===== config.mk =====
export PLATFORM = sky130hd
export DESIGN_NAME = vram_writer
export DESIGN_NICKNAME = d
export VERILOG_FILES = /design/src/rtl/sevga_pkg.sv /design/src/rtl/vramwr_fifo.sv /design/src/rtl/vram_writer.sv
export SDC_FILE = /design/constraint.sdc
export NUM_CORES = 1
export LEC_CHECK = 0
export BUFFER_PORTS_ARGS = -buffer_cell sky130_fd_sc_hd__buf_4
export CORE_MARGIN = 2
export CORE_UTILIZATION = 45
export CTS_CLUSTER_DIAMETER = 30
export DETAILED_ROUTE_END_ITERATION = 8
export MAX_ROUTING_LAYER = met4
export PLACE_DENSITY = 0.62
export REMOVE_ABC_BUFFERS = 1
export SYNTH_ARGS = -nofsm -noshare
export SYNTH_HDL_FRONTEND = slang
export SYNTH_HIERARCHICAL = 1
export SYNTH_SLANG_ARGS = --single-unit
export TNS_END_PERCENT = 100

===== constraint.sdc =====
create_clock -name pixClock -period 5.35 [get_ports pixClock]
set_input_delay 1.07 -clock pixClock [delete_from_list [all_inputs] [get_ports pixClock]]
set_output_delay 1.07 -clock pixClock [all_outputs]
set_load 0.05 [all_outputs]

===== src/rtl/sevga_pkg.sv =====
// Shared definitions for the SE video path: frame buffer location, write-FSM
// states and the layout of one queued CPU write.
package sevga_pkg;

    localparam logic [23:0] FB_BASE_DEFAULT = 24'h3FA700;
    localparam int          FB_SIZE_DEFAULT = 21888;

    typedef enum logic [1:0] {
        IDLE,
        SETUP,
        STROBE,
        HOLD
    } wrState_t;

    typedef struct packed {
        logic [13:0] offset;
        logic [15:0] data;
        logic [1:0]  mask;
    } fifoEntry_t;

endpackage


===== src/rtl/vramwr_fifo.sv =====
// Small synchronous queue of pending CPU writes; the head entry is visible
// combinationally so the write FSM can start on the cycle it becomes eligible.
module vramwr_fifo
    import sevga_pkg::*;
#(
    parameter int DEPTH = 4
) (
    input  logic       pixClock,
    input  logic       nReset,
    input  logic       push,
    input  fifoEntry_t pushEntry,
    input  logic       pop,
    output fifoEntry_t headEntry,
    output logic       full,
    output logic       empty
);

    localparam int PTR_W = $clog2(DEPTH);

    fifoEntry_t       mem [DEPTH];
    logic [PTR_W-1:0] wrPtrReg;
    logic [PTR_W-1:0] rdPtrReg;
    logic [PTR_W:0]   countReg;
    logic             doPush;
    logic             doPop;

    assign full   = (countReg == (PTR_W+1)'(DEPTH));
    assign empty  = (countReg == '0);
    // A push into a full queue is still accepted when the head leaves on the same edge.
    assign doPush = push && (!full || pop);
    assign doPop  = pop && !empty;

    assign headEntry = mem[rdPtrReg];

    always_ff @(posedge pixClock) begin
        if (doPush) begin
            mem[wrPtrReg] <= pushEntry;
        end
    end

    always_ff @(posedge pixClock) begin
        if (!nReset) begin
            wrPtrReg <= '0;
            rdPtrReg <= '0;
            countReg <= '0;
        end else begin
            if (doPush) begin
                wrPtrReg <= wrPtrReg + PTR_W'(1);
            end
            if (doPop) begin
                rdPtrReg <= rdPtrReg + PTR_W'(1);
            end
            case ({doPush, doPop})
                2'b10:   countReg <= countReg + (PTR_W+1)'(1);
                2'b01:   countReg <= countReg - (PTR_W+1)'(1);
                default: countReg <= countReg;
            endcase
        end
    end

endmodule


===== src/rtl/vram_writer.sv =====
// Captures 68000 writes that land in the main screen buffer, queues them and
// replays them to VRAM one byte at a time, clear of the video fetch slot.
module vram_writer
    import sevga_pkg::*;
#(
    parameter logic [23:0] FB_BASE    = FB_BASE_DEFAULT,
    parameter int          FB_SIZE    = FB_SIZE_DEFAULT,
    parameter int          FIFO_DEPTH = 4
) (
    input  logic        pixClock,
    input  logic        nReset,
    input  logic [22:0] cpuAddr,
    input  logic [15:0] cpuData,
    input  logic        nAS,
    input  logic        nUDS,
    input  logic        nLDS,
    input  logic        cpuRnW,
    input  logic [9:0]  hCount,
    output logic [14:0] vramAddr,
    output logic [7:0]  vramDataOut,
    output logic        vramDataOE,
    output logic        nvramWE,
    output logic        vramCpuSel,
    output logic        fifoFull,
    output logic        overflow
);

    localparam logic [24:0] FB_END = 25'(FB_BASE) + 25'(FB_SIZE);

    logic [2:0] strobeRaw;
    logic [2:0] strobeSync;

    assign strobeRaw = {nAS, nUDS, nLDS};

    generate
        for (genvar gi = 0; gi < 3; gi++) begin : gStrobeSync
            logic stage1Reg;
            logic stage2Reg;
            always_ff @(posedge pixClock) begin
                if (!nReset) begin
                    stage1Reg <= 1'b1;
                    stage2Reg <= 1'b1;
                end else begin
                    stage1Reg <= strobeRaw[gi];
                    stage2Reg <= stage1Reg;
                end
            end
            assign strobeSync[gi] = stage2Reg;
        end
    endgenerate

    logic asSync, udsSync, ldsSync;
    assign asSync  = strobeSync[2];
    assign udsSync = strobeSync[1];
    assign ldsSync = strobeSync[0];

    logic        armedReg;
    logic        capture;
    logic        inRange;
    logic [13:0] relWord;
    logic        pushReq;
    fifoEntry_t  pushEntry;

    assign capture = armedReg && !asSync && !cpuRnW && (!udsSync || !ldsSync);
    assign inRange = ({cpuAddr, 1'b0} >= FB_BASE) && ({1'b0, cpuAddr, 1'b0} < FB_END);
    // Word offset from the buffer base, borrowing correctly even for an odd base.
    assign relWord = cpuAddr[13:0] - FB_BASE[14:1] - 14'(FB_BASE[0]);
    assign pushReq = capture && inRange;
    assign pushEntry = '{offset: relWord, data: cpuData, mask: {~udsSync, ~ldsSync}};

    fifoEntry_t headEntry;
    logic       fifoEmpty;
    logic       pop;

    vramwr_fifo #(
        .DEPTH(FIFO_DEPTH)
    ) uFifo (
        .pixClock (pixClock),
        .nReset   (nReset),
        .push     (pushReq),
        .pushEntry(pushEntry),
        .pop      (pop),
        .headEntry(headEntry),
        .full     (fifoFull),
        .empty    (fifoEmpty)
    );

    wrState_t    stateReg, stateNext;
    logic        upperDoneReg;
    logic        loadWrite;
    logic        writeLower;
    logic        lastByte;
    logic [14:0] vramAddrReg;
    logic [7:0]  vramDataReg;

    assign writeLower  = upperDoneReg || !headEntry.mask[1];
    assign lastByte    = writeLower || !headEntry.mask[0];
    assign vramAddr    = vramAddrReg;
    assign vramDataOut = vramDataReg;

    always_comb begin
        stateNext  = stateReg;
        pop        = 1'b0;
        loadWrite  = 1'b0;
        vramCpuSel = 1'b0;
        vramDataOE = 1'b0;
        nvramWE    = 1'b1;
        case (stateReg)
            IDLE: begin
                // Starting in pixels 0-3 keeps the 3-cycle write clear of pixel 7.
                if (!fifoEmpty && !hCount[2]) begin
                    stateNext = SETUP;
                    loadWrite = 1'b1;
                end
            end
            SETUP: begin
                vramCpuSel = 1'b1;
                vramDataOE = 1'b1;
                stateNext  = STROBE;
            end
            STROBE: begin
                vramCpuSel = 1'b1;
                vramDataOE = 1'b1;
                nvramWE    = 1'b0;
                stateNext  = HOLD;
            end
            HOLD: begin
                vramCpuSel = 1'b1;
                vramDataOE = 1'b1;
                pop        = lastByte;
                stateNext  = IDLE;
            end
            default: stateNext = IDLE;
        endcase
    end

    always_ff @(posedge pixClock) begin
        if (!nReset) begin
            stateReg     <= IDLE;
            upperDoneReg <= 1'b0;
            armedReg     <= 1'b0;
            overflow     <= 1'b0;
            vramAddrReg  <= '0;
            vramDataReg  <= '0;
        end else begin
            stateReg <= stateNext;
            if (asSync) begin
                armedReg <= 1'b1;
            end else if (capture) begin
                armedReg <= 1'b0;
            end
            if (pushReq && fifoFull && !pop) begin
                overflow <= 1'b1;
            end
            if (loadWrite) begin
                vramAddrReg <= {headEntry.offset, writeLower};
                vramDataReg <= writeLower ? headEntry.data[7:0] : headEntry.data[15:8];
            end
            if (stateReg == HOLD) begin
                upperDoneReg <= !lastByte;
            end
        end
    end

    logic unusedHCount;
    assign unusedHCount = ^hCount[9:3];

endmodule

# Yosys cells after proc, flatten, opt, wreduce, memory -nomap -nowiden
# Memories as Yosys holds them, arrays and structs flattened. A register that Yosys moved wholly into a read port is not among the register bits.
# Cells that the tools add are included.
[totals]
latch_bits = 0
in_bits = 55
out_inout_bits = 28
reg_bits = 41
elab_cells = 77
mem_bits_rw = 128
romBits = 0
n_memories = 1
[mem_list]
columns = ["name", "words", "width", "rd", "rd_clocked_by_memory_dff", "write_ports", "line_no", "rtl"]
rows = [
  ["uFifo.mem", 4, 32, 1, 1, 1, "vramwr_fifo.sv:20", "fifoEntry_t mem [DEPTH];"],
]
[op_classes]
add_sub_neg = 5
n_shift = 0
muxes = 15
n_div = 0
mul = 0
bitwise = 2
magnitude_cmp = 2
n_eq_ne = 7
n_reduce_logical = 30
[ops]
columns = ["cell", "count"]
rows = [
  ["$ge A24 B22 Y1 const B", 1],
  ["$lt A24 B22 Y1 const B", 1],
  ["$sub A14 B13 Y14 const B", 1],
  ["$logic_not A1 Y1", 11],
  ["$logic_and A1 B1 Y1", 10],
  ["$mux W1", 9],
  ["$mux W8", 1],
  ["$pmux W2 S4", 1],
  ["$eq A2 B2 Y1 const B", 3],
  ["$mux W2", 3],
  ["$pmux W3 S2", 1],
  ["$add A2 B1 Y2 const B", 2],
  ["$eq A2 B1 Y1 const B", 2],
  ["$logic_or A1 B1 Y1", 4],
  ["$reduce_bool A2 Y1", 2],
  ["$add A3 B1 Y3 const B", 1],
  ["$eq A3 B3 Y1 const B", 1],
  ["$logic_not A3 Y1", 1],
  ["$reduce_or A3 Y1", 1],
  ["$sub A3 B1 Y3 const B", 1],
  ["$logic_not A2 Y1", 1],
  ["$ne A2 B2 Y1 const B", 1],
  ["$not A1 Y1", 2],
]

# Logic depth before layout (Yosys ltp)
[logic_depth]
word_depth = 8
depth_mapped = 15
mapped_depth_nobuf = 13

# Modules after synthesis
# The synthesis kept the hierarchy.
[by_module_without_submodules]
columns = ["mod", "area_per_inst_um2", "seq_area_each_um2", "instances", "cells_per_inst"]
rows = [
  ["vramwr_fifo", 5107.4, 4023.9, 1, 221],
  ["vram_writer", 1599.0, 680.7, 1, 176],
]

# Worst setup path after synthesis
# OpenSTA, ideal clock, no wires.
[synth_path]
kind = "input to register"
from = "input port cpuAddr[7]"
to = "register uFifo.countReg[2]"
t_required_ns = 5.274
arrival_time_ns = 3.397
slack_ns = 1.878
setup_time_ns = 0.076
stages = 12
path_buffers = 0
path_cell_list = "ha_1 a211o_1 a21oi_1 a2111oi_4 a21boi_2 inv_1 ha_1 inv_1 fa_1 xor2_1 or3_1 a21boi_0"
[synth_between]
elab_chain_len = 6
word_cells_on_any_way = 9
classes_between = "2 x order compare; 2 x eq/ne; 1 x mux; 4 x reduce/logical"
[synth_lines]
columns = ["item", "line_no", "rtl"]
rows = [
  ["start: declaration", "vram_writer.sv:12", "input logic [22:0] cpuAddr,"],
  ["$ge A24 B22 Y1 / $lt A24 B22 Y1 (equally long branches)", "vram_writer.sv:65", "assign inRange = ({cpuAddr, 1'b0} >= FB_BASE) && ({1'b0, cpuAddr, 1'b0} < FB_END);"],
  ["$logic_and A1 B1 Y1 *", "vram_writer.sv:65", ""],
  ["$logic_and A1 B1 Y1 *", "vram_writer.sv:68", "assign pushReq = capture && inRange;"],
  ["via pushReq", "vram_writer.sv:61", "logic pushReq;"],
  ["$logic_and A1 B1 Y1 *", "vramwr_fifo.sv:30", "assign doPush = push && (!full || pop);"],
  ["$eq A2 B1 Y1 / $eq A2 B2 Y1 (equally long branches)", "vramwr_fifo.sv:53", "case ({doPush, doPop})"],
  ["$pmux W3 S2 / $reduce_bool A2 Y1 (equally long branches)", "-", ""],
  ["end signal: assignment", "vramwr_fifo.sv:54", "2'b10: countReg <= countReg + (PTR_W+1)'(1);"],
  ["end signal: assignment", "vramwr_fifo.sv:55", "2'b01: countReg <= countReg - (PTR_W+1)'(1);"],
  ["end signal: assignment", "vramwr_fifo.sv:56", "default: countReg <= countReg;"],
  ["end: declaration", "vramwr_fifo.sv:23", "logic [PTR_W:0] countReg;"],
]
# Mark *: on every way through the listed nets, which the timed path passes. The rest lies on a longest branch.
# A chain may end at the register's enable or synchronous reset.

==> results.toml <==
[clocking]
cts_buffer_depth = 2
cts_made_buffers = 17
clock_latency_of_the_later_clocked_register_in_the_worst_skew_pair_ns = 0.41
clkSlewWorstSetupHoldPaths_ns = 0.06
postCtsResizedCells = 0
postCtsSetupBuffers = 0
cts-hold-fix-buffers = 0
tritoncts_clock_tree = "built"
ctsRootBufferMaster = "sky130_fd_sc_hd__clkbuf_16"
cts.sink_count = 171
ctsHtreeMaxLevel = 4

[global_route]
grt_first_pass_wirelength_microns = 19300
largest_net_degree_at_the_start_of_global_routing = 46
first_global_vias = 3685
antenna_found_initial = 0
gr-total-overflow = 0
total_global_routing_track_utilization = 0.165

[sta]
fmaxAchievable_mhz = 276
timing.final.crit_share = 0.678
worst_pin_slew_ns = 0.921
rsz0062_at_grt = "no"
setup_viol_count_final = 0
finalClockSkew_ns = 0.00666
final.min_clock_period_ns = 3.63
finalHoldViolCount = 0
final_max_slew_viol_count = 0
max-slew-margin-rel = 0.385
fin_tns_setup_ns = 0

[routing]
postRouteWirelength_microns = 11900
vias = 3549
route.antenna.remaining_nets = 0
drtIter0Drc = 235
drc_violation_count_after_routing = 0
wl_per_cell_microns = 17.7
drt-vias-per-instance = 5.25
dr.pass1.iters = 4

[job]
max_cap_viol_count = 0

[status]
status = "complete, no violations"

[finish]
layoutNonFillerInstCount = 676
finish.instance_area_sq_um = 8050
layout-area-overhead-vs-synth_pct = 20.0
nets = 547
final_layout_size_suffix_gt1_frac = 0.295
antenna_cells_inserted = 0
fin_util = 0.554

[critical_path]
cp-end-kind = "register"
worst-path-max-fanout = 17
type_of_origin_of_the_critical_path = "register"
criticalPathCategory = "reg -> reg"
worst-r2r-setup-slack_ns = 1.72
worst_path_largest_cell_delay_ns = 0.92
critical-path-top-delay-family = "flip-flops"
worst_ep_arrival_time_ns = 3.96
slowest_stage = "sky130_fd_sc_hd__dfxtp_1"
required_ns = 5.68
path_buf_inv = 2
path_cells = "mux4_2 -> nor2b_1 -> a21boi_0 -> inv_1 -> nor2_1 -> ha_1 -> inv_1 -> fa_1 -> xor2_1 -> or3_1 -> a21boi_0"

[floorplan]
dieWidth_microns = 126
dieArea_sq_um = 15900
coreArea_sq_um = 14500
die_h_microns = 126
initial_utilization = 0.461
row_count = 44
count_of_boundary_i_o_pins = 83

[pwr]
finalPower_mw = 2.74
peakVddDrop_uv = 229
cellPowerDensity_nw_per_um2 = 341
p_leak_nw = 2.89

[yosys]
post_synth_edffs = 128
seq_area_frac_synth = 0.701
async_s_r_ff_share_synth = 0
ys.flop_type = "sky130_fd_sc_hd__edfxtp_1"
yosysUniqueCellTypes = 39
avgSynthCellArea_sq_um = 16.9
synth-seq-cells = 171
yosysWarningCount = 6
synth.cell_area_sq_um = 6710
instance_count_of_the_mapped_netlist = 397

[placed_design]
hpwlAfterDp_microns = 7220
place_congestion = 0.731
placedCellCount = 644
detailed_place.area_sq_um = 7440
port_buffers = 73

[min_path]
hold_path_class = "reg -> reg"
-- sequential cells by signal, summed over array words and instances, names as in the netlist, 3 cells and up, named ones only --
name,flops
vramDataOut,8
uFifo/mem,128
uFifo/countReg,3
vramAddr,15
gStrobeSync.stage1Reg,3
-- metrics by stage --
step / setup WS (ns) / hold WS, ns
floorplan: 0.924 / 0.386
global placement: 1.67 / 0.391
detailed placement: 1.62 / 0.398
CTS: 1.66 / 0.408
global route: 1.42 / 0.431
finish: 1.72 / 0.408
-- routing by layer --
layer  wire length [microns]  share of wire  vias up  GRT usage
li1                        -              -     1663          -
met1                    5170           0.43     1806      0.196
met2                    6230           0.52       71      0.279
met3                     418          0.035        9     0.0399
met4                     120          0.010        0     0.0549
met5                       0              0        -          -
-- path summary, 6_finish.rpt --
| check | from | to | cells after the start |
|---|---|---|---|
| hold reg to reg | gStrobeSync[1].stage1Reg | gStrobeSync[1].stage2Reg | 1 |
| hold / removal | gStrobeSync[1].stage1Reg | gStrobeSync[1].stage2Reg | 1 |
| setup / recovery | register | uFifo/countReg[2] | 11 |
| setup reg to reg | register | uFifo/countReg[2] | 11 |
-- placed cells by master, fill, tap and decap left out, types with 2 or more instances in the layout --
master	synthesis	layout
sky130_fd_sc_hd__and2_1	7	7
sky130_fd_sc_hd__nor2_1	6	6
sky130_fd_sc_hd__mux4_2	32	32
sky130_fd_sc_hd__o21ai_0	9	9
sky130_fd_sc_hd__or3_1	2	2
sky130_fd_sc_hd__mux2i_1	11	11
sky130_fd_sc_hd__bufinv_16	0	4
sky130_fd_sc_hd__clkinv_2	0	3
sky130_fd_sc_hd__clkbuf_1	6	5
sky130_fd_sc_hd__xnor2_1	3	3
sky130_fd_sc_hd__nor2b_1	2	2
sky130_fd_sc_hd__edfxtp_1	128	128
sky130_fd_sc_hd__nand4_1	3	3
sky130_fd_sc_hd__inv_1	15	15
sky130_fd_sc_hd__nor3b_1	2	2
sky130_fd_sc_hd__o211a_1	9	9
sky130_fd_sc_hd__ha_1	12	12
sky130_fd_sc_hd__a21boi_0	15	15
sky130_fd_sc_hd__a21oi_1	4	4
sky130_fd_sc_hd__buf_4	1	81
sky130_fd_sc_hd__xor2_1	4	4
sky130_fd_sc_hd__nand2b_1	6	6
sky130_fd_sc_hd__dfxtp_1	43	42
sky130_fd_sc_hd__a21boi_1	2	2
sky130_fd_sc_hd__clkbuf_16	0	17
sky130_fd_sc_hd__nand2_1	50	50
-- layout make-up --
cell class / count / area (sq um)
Clock buffer: 23 / 458
Inverter: 15 / 56.3
Sequential cell: 171 / 4710
Timing Repair Buffer: 81 / 608
Clock inverter: 9 / 148
Fill cell: 1163 / 6490
Multi-Input combinational cell: 193 / 1840
Tap cell: 184 / 230
-- logic make-up after synthesis --
kind of cell	synth area share
adder cells (fa/ha/maj)	0.0254
AO/OA/AOI/OAI	0.0517
multiplexers	0.124
XOR/XNOR	0.00914
AND/OR/NAND/NOR	0.0645
buffers and inverters	0.0239
flip-flops	0.701
-- worst register-to-register path, delay by kind of cell, from the launching register on --
family,cells,cell delay [ns]
flip-flops,1,0.92
AND/OR/NAND/NOR,3,0.66
AO/OA/AOI/OAI,2,0.59
adder cells (fa/ha/maj),2,0.59
multiplexers,1,0.41
buffers and inverters,2,0.21
XOR/XNOR,1,0.15
-- power by group --
group	internal, mW	switching (mW)
clock	0.791	0.461
combinational	0.0299	0.0317
sequential	1.43	0.000867
-- synth_stat cells (all sizes together) (6+ instances only) --
cell	count	share of area
o211a	9	0.013
buf	12	0.012
o21ai	9	0.0067
nand2b	6	0.0056
mux4	32	0.11
clkbuf	6	0.0034
mux2i	11	0.016
edfxtp	128	0.57
dfxtp	43	0.13
nand2	50	0.028
ha	12	0.022
nor2	6	0.0034
inv	15	0.0084
a21boi	18	0.021
and2	7	0.0065
Note: power is estimated with default switching activity, not from simulation.
